**src/rtl/instr_fetch_reader_if.sv**
```systemverilog
// Fetch-side bundle: PC address stream, byte-memory req/ack port and decoder handshake.
// master = the fetch reader, slave = its surroundings (PC, memory, decoder).
interface instr_fetch_reader_if #(
  parameter int unsigned ADDR_W = 8
);
  logic [ADDR_W-1:0] pc_addr;
  logic              pc_valid;
  logic              flush;
  logic              mem_req;
  logic [ADDR_W-1:0] mem_addr;
  logic              mem_ack;
  logic [7:0]        mem_data;
  logic [31:0]       instr;
  logic              instr_valid;
  logic              instr_ready;
  logic              pc_advance;
  logic              fetch_err;
  logic              busy;

  modport master (
    input  pc_addr, pc_valid, flush, mem_ack, mem_data, instr_ready,
    output mem_req, mem_addr, instr, instr_valid, pc_advance, fetch_err, busy
  );

  modport slave (
    output pc_addr, pc_valid, flush, mem_ack, mem_data, instr_ready,
    input  mem_req, mem_addr, instr, instr_valid, pc_advance, fetch_err, busy
  );
endinterface

```
**src/rtl/instr_fetch_reader.sv**
```systemverilog
// Reads one little-endian instruction byte-by-byte from the PC address, hands it to the
// decoder with valid/ready, and pulses pc_advance when the word is accepted.
module instr_fetch_reader #(
  parameter int unsigned ADDR_W      = 8,
  parameter int unsigned INSTR_BYTES = 4,
  parameter int unsigned TIMEOUT     = 15
) (
  input logic                  clk,
  input logic                  rst_n,
  instr_fetch_reader_if.master bus
);

  typedef enum logic [1:0] {StIdle, StFetch, StHold, StErr} state_e;

  localparam logic [1:0] LastK   = 2'(INSTR_BYTES - 1);
  localparam logic [7:0] WaitMax = 8'(TIMEOUT);

  state_e            state_q, state_d;
  logic [ADDR_W-1:0] base_q, base_d;
  logic [1:0]        k_q, k_d;
  logic [7:0]        wait_q, wait_d;
  logic [31:0]       instr_q, instr_d;
  logic [ADDR_W-1:0] mem_addr_q, mem_addr_d;
  logic              mem_req_q, instr_valid_q, pc_advance_q, fetch_err_q, busy_q;
  logic              pc_advance_d;

  always_ff @(posedge clk) begin
    if (!rst_n) begin
      state_q       <= StIdle;
      base_q        <= '0;
      k_q           <= '0;
      wait_q        <= '0;
      instr_q       <= '0;
      mem_addr_q    <= '0;
      mem_req_q     <= 1'b0;
      instr_valid_q <= 1'b0;
      pc_advance_q  <= 1'b0;
      fetch_err_q   <= 1'b0;
      busy_q        <= 1'b0;
    end else begin
      state_q       <= state_d;
      base_q        <= base_d;
      k_q           <= k_d;
      wait_q        <= wait_d;
      instr_q       <= instr_d;
      mem_addr_q    <= mem_addr_d;
      mem_req_q     <= (state_d == StFetch);
      instr_valid_q <= (state_d == StHold);
      pc_advance_q  <= pc_advance_d;
      fetch_err_q   <= (state_d == StErr);
      busy_q        <= (state_d != StIdle);
    end
  end

  always_comb begin
    state_d      = state_q;
    base_d       = base_q;
    k_d          = k_q;
    wait_d       = wait_q;
    instr_d      = instr_q;
    pc_advance_d = 1'b0;

    if (bus.flush) begin
      // Redirect: drop any in-flight byte or held word without advancing the PC.
      state_d = StIdle;
      k_d     = '0;
      wait_d  = '0;
    end else begin
      unique case (state_q)
        StIdle: begin
          if (bus.pc_valid) begin
            base_d  = bus.pc_addr;
            instr_d = '0;
            k_d     = '0;
            wait_d  = '0;
            state_d = StFetch;
          end
        end
        StFetch: begin
          // An ack in the same cycle the wait count hits the limit still counts.
          if (bus.mem_ack) begin
            instr_d[{k_q, 3'b000} +: 8] = bus.mem_data;
            wait_d = '0;
            if (k_q == LastK) begin
              state_d = StHold;
            end else begin
              k_d = k_q + 2'd1;
            end
          end else if (wait_q == WaitMax) begin
            state_d = StErr;
          end else begin
            wait_d = wait_q + 8'd1;
          end
        end
        StHold: begin
          if (bus.instr_ready) begin
            state_d      = StIdle;
            pc_advance_d = 1'b1;
          end
        end
        StErr: begin
          state_d = StErr;
        end
        default: state_d = StIdle;
      endcase
    end
  end

  // Address stays put outside FETCH so the bus is quiet while holding or idle.
  always_comb begin
    mem_addr_d = mem_addr_q;
    if (state_d == StFetch) begin
      mem_addr_d = base_d + ADDR_W'(k_d);
    end
  end

  assign bus.mem_req     = mem_req_q;
  assign bus.mem_addr    = mem_addr_q;
  assign bus.instr       = instr_q;
  assign bus.instr_valid = instr_valid_q;
  assign bus.pc_advance  = pc_advance_q;
  assign bus.fetch_err   = fetch_err_q;
  assign bus.busy        = busy_q;

endmodule

```
**src/flat_wrapper.sv**
```systemverilog
// flat-port wrapper written by rule: the top's interface ports become plain ports
module instr_fetch_reader_flat 
#(
  parameter int unsigned ADDR_W      = 8,
  parameter int unsigned INSTR_BYTES = 4,
  parameter int unsigned TIMEOUT     = 15
)
  (clk, rst_n, bus_pc_addr, bus_pc_valid, bus_flush, bus_mem_ack, bus_mem_data, bus_instr_ready, bus_mem_req, bus_mem_addr, bus_instr, bus_instr_valid, bus_pc_advance, bus_fetch_err, bus_busy);
  instr_fetch_reader_if #(.ADDR_W(ADDR_W)) bus_i ();
  input logic clk;
  input logic rst_n;
  input wire logic [$bits(bus_i.pc_addr)-1:0] bus_pc_addr;
  input wire logic [$bits(bus_i.pc_valid)-1:0] bus_pc_valid;
  input wire logic [$bits(bus_i.flush)-1:0] bus_flush;
  input wire logic [$bits(bus_i.mem_ack)-1:0] bus_mem_ack;
  input wire logic [$bits(bus_i.mem_data)-1:0] bus_mem_data;
  input wire logic [$bits(bus_i.instr_ready)-1:0] bus_instr_ready;
  output wire logic [$bits(bus_i.mem_req)-1:0] bus_mem_req;
  output wire logic [$bits(bus_i.mem_addr)-1:0] bus_mem_addr;
  output wire logic [$bits(bus_i.instr)-1:0] bus_instr;
  output wire logic [$bits(bus_i.instr_valid)-1:0] bus_instr_valid;
  output wire logic [$bits(bus_i.pc_advance)-1:0] bus_pc_advance;
  output wire logic [$bits(bus_i.fetch_err)-1:0] bus_fetch_err;
  output wire logic [$bits(bus_i.busy)-1:0] bus_busy;
  assign bus_i.pc_addr = bus_pc_addr;
  assign bus_i.pc_valid = bus_pc_valid;
  assign bus_i.flush = bus_flush;
  assign bus_i.mem_ack = bus_mem_ack;
  assign bus_i.mem_data = bus_mem_data;
  assign bus_i.instr_ready = bus_instr_ready;
  assign bus_mem_req = bus_i.mem_req;
  assign bus_mem_addr = bus_i.mem_addr;
  assign bus_instr = bus_i.instr;
  assign bus_instr_valid = bus_i.instr_valid;
  assign bus_pc_advance = bus_i.pc_advance;
  assign bus_fetch_err = bus_i.fetch_err;
  assign bus_busy = bus_i.busy;
  instr_fetch_reader #(.ADDR_W(ADDR_W), .INSTR_BYTES(INSTR_BYTES), .TIMEOUT(TIMEOUT)) u_core (.clk(clk), .rst_n(rst_n), .bus(bus_i));
endmodule
```
**config.mk**
```make
export PLATFORM = sky130hd
export DESIGN_NAME = instr_fetch_reader_flat
export DESIGN_NICKNAME = d
export VERILOG_FILES = /design/src/rtl/instr_fetch_reader_if.sv /design/src/rtl/instr_fetch_reader.sv /design/src/flat_wrapper.sv
export SDC_FILE = /design/constraint.sdc
export NUM_CORES = 1
export LEC_CHECK = 0
export ABC_AREA = 1
export BUFFER_PORTS_ARGS = -buffer_cell sky130_fd_sc_hd__buf_2
export CORE_MARGIN = 2
export CORE_UTILIZATION = 45
export CTS_CLUSTER_DIAMETER = 80
export DETAILED_ROUTE_END_ITERATION = 12
export GPL_ROUTABILITY_DRIVEN = 0
export PLACE_DENSITY = 0.71
export SETUP_SLACK_MARGIN = 0.05
export SKIP_LAST_GASP = 1
export SYNTH_ARGS = -nofsm -noshare
export SYNTH_HDL_FRONTEND = slang
export SYNTH_SLANG_ARGS = --single-unit
```
**constraint.sdc**
```tcl
create_clock -name clk -period 5.7 [get_ports clk]
set_input_delay 1.14 -clock clk [delete_from_list [all_inputs] [get_ports clk]]
set_output_delay 1.14 -clock clk [all_outputs]
set_load 0.03 [all_outputs]
```
# [After elaboration in Yosys (flattened, before gate mapping)]
# Cells that the tools add are included.
[classes] addsub=4 mul=0 n_div=0 magnitude_cmp=0 eq_ne=11 shift=2 muxes=24 bitwise_logic=3 n_reduce_logical=7
[op_table] operator="two-way mux 32 bit" n=2
[op_table] operator="one-hot mux 32 bit (2 select lines)" n=1
[op_table] operator="two-way mux 8 bit" n=6
[op_table] operator="bitwise mux 32 bit" n=1
[op_table] operator="variable shift 8 x 7 -> 32 bit, first input constant" n=1
[op_table] operator="variable part select 8 x 7 -> 32 bit" n=1
[op_table] operator="two-way mux 2 bit" n=10
[op_table] operator="one-hot mux 8 bit (2 select lines)" n=1
[op_table] operator="equality test 2 bit, second input constant" n=5
[op_table] operator="adder 8 x 1 -> 8 bit, second input constant" n=1
[op_table] operator="adder 8 x 2 -> 8 bit" n=1
[op_table] operator="equality test 8 x 4 -> 1 bit, second input constant" n=1
[op_table] operator="one-hot mux 2 bit (4 select lines)" n=1
[op_table] operator="negation 5 -> 7 bit" n=1
[op_table] operator="equality test 2 x 1 -> 1 bit, second input constant" n=2
[op_table] operator="inequality test 2 bit, second input constant" n=2
[op_table] operator="one-hot mux 2 bit (2 select lines)" n=1
[op_table] operator="AND reduction 4 bit" n=1
[op_table] operator="nonzero test 2 bit" n=2
[op_table] operator="inequality test 3 bit, second input constant" n=1
[op_table] operator="NOT 1 bit" n=3
[op_table] operator="AND reduction 3 bit" n=1
[op_table] operator="OR reduction 3 bit" n=1
[op_table] operator="adder 2 x 1 -> 2 bit, second input constant" n=1
[op_table] operator="other kinds (3)" n=3
[totals] ff_bits=65 latchBits=0 ram_bits=0 romBits=0 output_inout_bits=45 wordCells=62 memories=0

# [Longest topological paths before layout]
[logic_depth] depth_word=6 mapped_depth=16 depth_no_buf=16

# [Least setup slack after synthesis]
# OpenSTA, ideal clock, no wires.
[synth_path] path_type="input -> register" from="in bus_pc_valid" to="reg u_core.mem_addr_q[4], in the netlist u_core.bus.mem_addr[4]" setup_ns=0.113 arrival_ns=2.858 slack_ns=2.729 cell_stages=14 path_buffers=1 path_cell_list="inv_1 > nor2_1 > nand2_1 > buf_6 > o21ai_0 > inv_1 > ha_1 > fa_1 > nand3_1 > nor2_1 > nand2_1 > nand3_1 > nand2_1 > nor2_1"
[synth_between] elab_chain_cells=4 elab_cells_between_ends=11 classes_between="add/sub (1); eq/ne (1); mux (9)"
[synth_lines] element="start, declared" line_no="flat_wrapper.sv:13" rtl="input wire logic [$bits(bus_i.pc_valid)-1:0] bus_pc_valid;"
[synth_lines] element="two-way mux 8 bit" line_no="instr_fetch_reader.sv:71" rtl="if (bus.pc_valid) begin"
[synth_lines] element="two-way mux 8 bit" line_no="instr_fetch_reader.sv:69" rtl="unique case (state_q)"
[synth_lines] element="two-way mux 8 bit" line_no="instr_fetch_reader.sv:63" rtl="if (bus.flush) begin"
[synth_lines] element="named net u_core.base_d[0]" line_no="instr_fetch_reader.sv:19" rtl="logic [ADDR_W-1:0] base_q, base_d;"
[synth_lines] element="adder 8 x 2 -> 8 bit" line_no="instr_fetch_reader.sv:113" rtl="mem_addr_d = base_d + ADDR_W'(k_d);"
[synth_lines] element="end signal, assigned" line_no="instr_fetch_reader.sv:46" rtl="mem_addr_q <= mem_addr_d;"
[synth_lines] element="end, declared" line_no="instr_fetch_reader.sv:23" rtl="logic [ADDR_W-1:0] mem_addr_q, mem_addr_d;"
# The timed path passes the listed nets, and every way through them passes these cells.
# A chain may end at the register's enable or synchronous reset.

# [Final worst setup path]
[layout_path] from="in bus_flush" to="reg u_core.mem_addr_q[4], in the netlist u_core.bus.mem_addr[4]"
[layout_between] elab_chain_cells=2 elab_cells_between_ends=5 classes_between="add/sub (1); eq/ne (1); mux (3)"
[layout_lines] element="start, declared" line_no="flat_wrapper.sv:14" rtl="input wire logic [$bits(bus_i.flush)-1:0] bus_flush;"
[layout_lines] element="two-way mux 8 bit" line_no="instr_fetch_reader.sv:63"
[layout_lines] element="named net u_core.base_d[0]" line_no="instr_fetch_reader.sv:19"
[layout_lines] element="adder 8 x 2 -> 8 bit" line_no="instr_fetch_reader.sv:113"
# The timed path passes the listed nets, and every way through them passes these cells.

==> qor.csv <==
metric,value,unit
ctsResizeCount,0,
layout_setup_ws,2.60,ns
holdPathEnd,u_core.bus.instr[7],
grt_max_degree,32,
nets,510,
end_kind,flip-flop,
drt-total-wl,6.84,mm
r2r-start,u_core.k_q[0],
max_freq,323,MHz
powerDensity,290,mW/mm²
groute.usage.overall,0.197,
synthCells,413,
io_buffers,66,
cts_setup_buffers,0,
max_slew.worst_pin.slew,0.990,ns
core_region_area,0.00646,mm²
die_w,86.3,µm
crit_type,input pin to flip-flop,
wire_per_inst,12.2,µm
row_count,29,
finalCritPeriodShare,0.543,
start_util,0.472,
arrival,3.33,ns
antenna_left,0,
syn_nets,443,
drv_cap,0,
dp.final_hpwl,5.14,mm
dp_cells,546,
synth.distinct_cells,40,
max-slew-margin-rel,0.339,
rrSetupSlack,2.93,ns
vias,2830,
max-vdd-ir-drop,0.130,mV
via_per_inst,5.04,
syn_area_per_cell,7.37,µm²
clock-sinks,65,
min_from,u_core.bus.instr[7],
finalSetupViolations,0,
whs_path_depth,2,
grt_pass1_vias,2703,
setup-tns-final,0,ns
antenna_found_initial,0,
grt.overflow.total,0,
dr.pass1.iters,4,
holdBufCountCts,0,
ys_ff_latch,65,
diodes,0,
ys_seq_area_frac,0.427,
holdCritPathClass,flip-flop to flip-flop,
dieArea,0.00744,mm²
htree_levels,3,
required,5.94,ns
clkTransAtPathRegs,0.07,ns
ys_warn_count,0,
clkLatencyLatePin,0.34,ns
crit_fanout,12,
rsz0062_at_grt,no,
grt_pass1_wl,11.8,mm
design_area,0.00361,mm²
drc,0,
final_cells,561,
drv_slew,0,
hold_slack,0.460,ns
syn2layout_area_growth,18.6,%
start_kind,input pin,
reg2reg_to,u_core.bus.mem_addr[7],
io_pins,67,
reg2regPathDepth,15,
clockBufferDepth,2,
p_leak,1.62,nW
fin_worst_skew,0.00545,ns
drt_iter0_drc,137,
drive_gt1_frac,0.211,
finalCriticalPeriod,3.10,ns
cts_tree,built,
cts_inserted_buffers,9,
fp.dieH,86.3,µm
netlist_area,0.00305,mm²
pre_cts_ws,2.27,ns
cts_root_buf,clkbuf_8,
postPlaceCellArea,0.00342,mm²
hold_viol,0,
status,"finished, final reports clean",
-- synthesized netlist by cell type (all sizes together) --
cell type    n  area share
a32oi        1      0.0029
nor2       102        0.13
xnor2        2      0.0058
nor3         5      0.0082
ha           7       0.029
buf          5       0.012
o21ai       45       0.079
clkinv       1      0.0012
nand4        3      0.0062
o22ai        2      0.0041
fa           1      0.0066
a21oi       21       0.047
inv         42       0.054
nor4         2       0.014
and2         1      0.0021
xor2         1      0.0029
o211a        1      0.0033
nand3       39       0.068
nor3b        1      0.0025
dfxtp       65        0.43
a211oi       1      0.0025
clkbuf       5      0.0062
nand2       57       0.074
a21o         1      0.0025
nand3b       2      0.0049
-- flip-flops by register name (all words and copies together) (netlist names) --
| register | count |
|---|---|
| u_core.bus.fetch_err | 1 |
| u_core.bus.mem_req | 1 |
| u_core.state_q | 2 |
| u_core.bus.pc_advance | 1 |
| u_core.k_q | 2 |
| u_core.bus.instr | 32 |
| u_core.bus.busy | 1 |
| u_core.base_q | 8 |
| u_core.wait_q | 8 |
| u_core.bus.instr_valid | 1 |
| u_core.bus.mem_addr | 8 |
-- cell type report --
type / instances / area, µm²
clock inverters: 3 / 40.0
multi-input cells: 295 / 1520
repair buffers: 66 / 330
flip-flops and latches: 65 / 1300
inverters: 43 / 169
fillers: 655 / 2850
clock buffers: 12 / 155
well taps: 77 / 96.3
-- cell families (layout without fill, tap and decap cells) --
group | count (synthesis) | count (layout) | synth area share
simple gates | 212 | 212 | 0.314
compound gates | 72 | 72 | 0.141
flops | 65 | 65 | 0.427
buf+inv | 53 | 124 | 0.0740
fa+ha+maj | 8 | 8 | 0.0353
xor+xnor | 3 | 3 | 0.00863
-- cell usage in the layout (no fill, tap or decap), drive strengths merged, types with 2 or more instances in the layout --
master	Yosys	final
a21oi	21	21
buf	5	66
clkbuf	5	12
clkinv	1	3
dfxtp	65	65
ha	7	7
inv	42	42
nand2	57	57
nand3	39	39
nand3b	2	2
nand4	3	3
nor2	102	102
nor3	5	5
nor4	2	2
o21ai	45	45
o22ai	2	2
xnor2	2	2
-- worst max-delay path, stage by stage --
cell	delay (ns)
buf_2	0.14
nor2_1	0.27
nand2_1	0.31
o21ai_0	0.33
inv_1	0.08
ha_1	0.21
fa_1	0.41
nand3_1	0.12
nor2_1	0.07
nand2_1	0.06
nand3_1	0.07
nand2_1	0.08
nor2_1	0.04
-- where the power goes --
| group | switching (W) | internal [W] |
|---|---|---|
| Combinational | 0.000118 | 0.0000486 |
| Sequential | 0.0000113 | 0.000478 |
| Clock | 0.000167 | 0.000222 |
-- routing by layer --
metal,up-vias,global-route usage,wire length (µm)
met3,11,0.0429,455
met4,0,0.0668,104
met2,94,0.344,3250
li1,1478,-,-
met1,1247,0.240,3020
met5,-,0,0
-- worst max path at each step --
stage	from	slack [ns]	cells past startpoint	end
floorplan	bus_pc_valid	2.73	14	u_core.bus.mem_addr[4]
global placement	bus_flush	2.41	13	u_core.bus.mem_addr[6]
detailed placement	bus_flush	2.27	13	u_core.bus.mem_addr[6]
CTS	bus_flush	2.62	13	u_core.bus.mem_addr[6]
global route	bus_flush	2.35	13	u_core.bus.mem_addr[6]
finish	bus_flush	2.60	13	u_core.bus.mem_addr[4]
-- stage by stage --
stage / total power, W / utilization
6_report: 0.00105 / 0.559
5_1_grt: 0.00109 / 0.559
4_1_cts: 0.00105 / 0.559
3_5_place_dp: 0.000667 / 0.529
3_3_place_gp: 0.000664 / 0.529
2_1_floorplan: 0.000621 / -
Power figures use the tool's default switching activity.
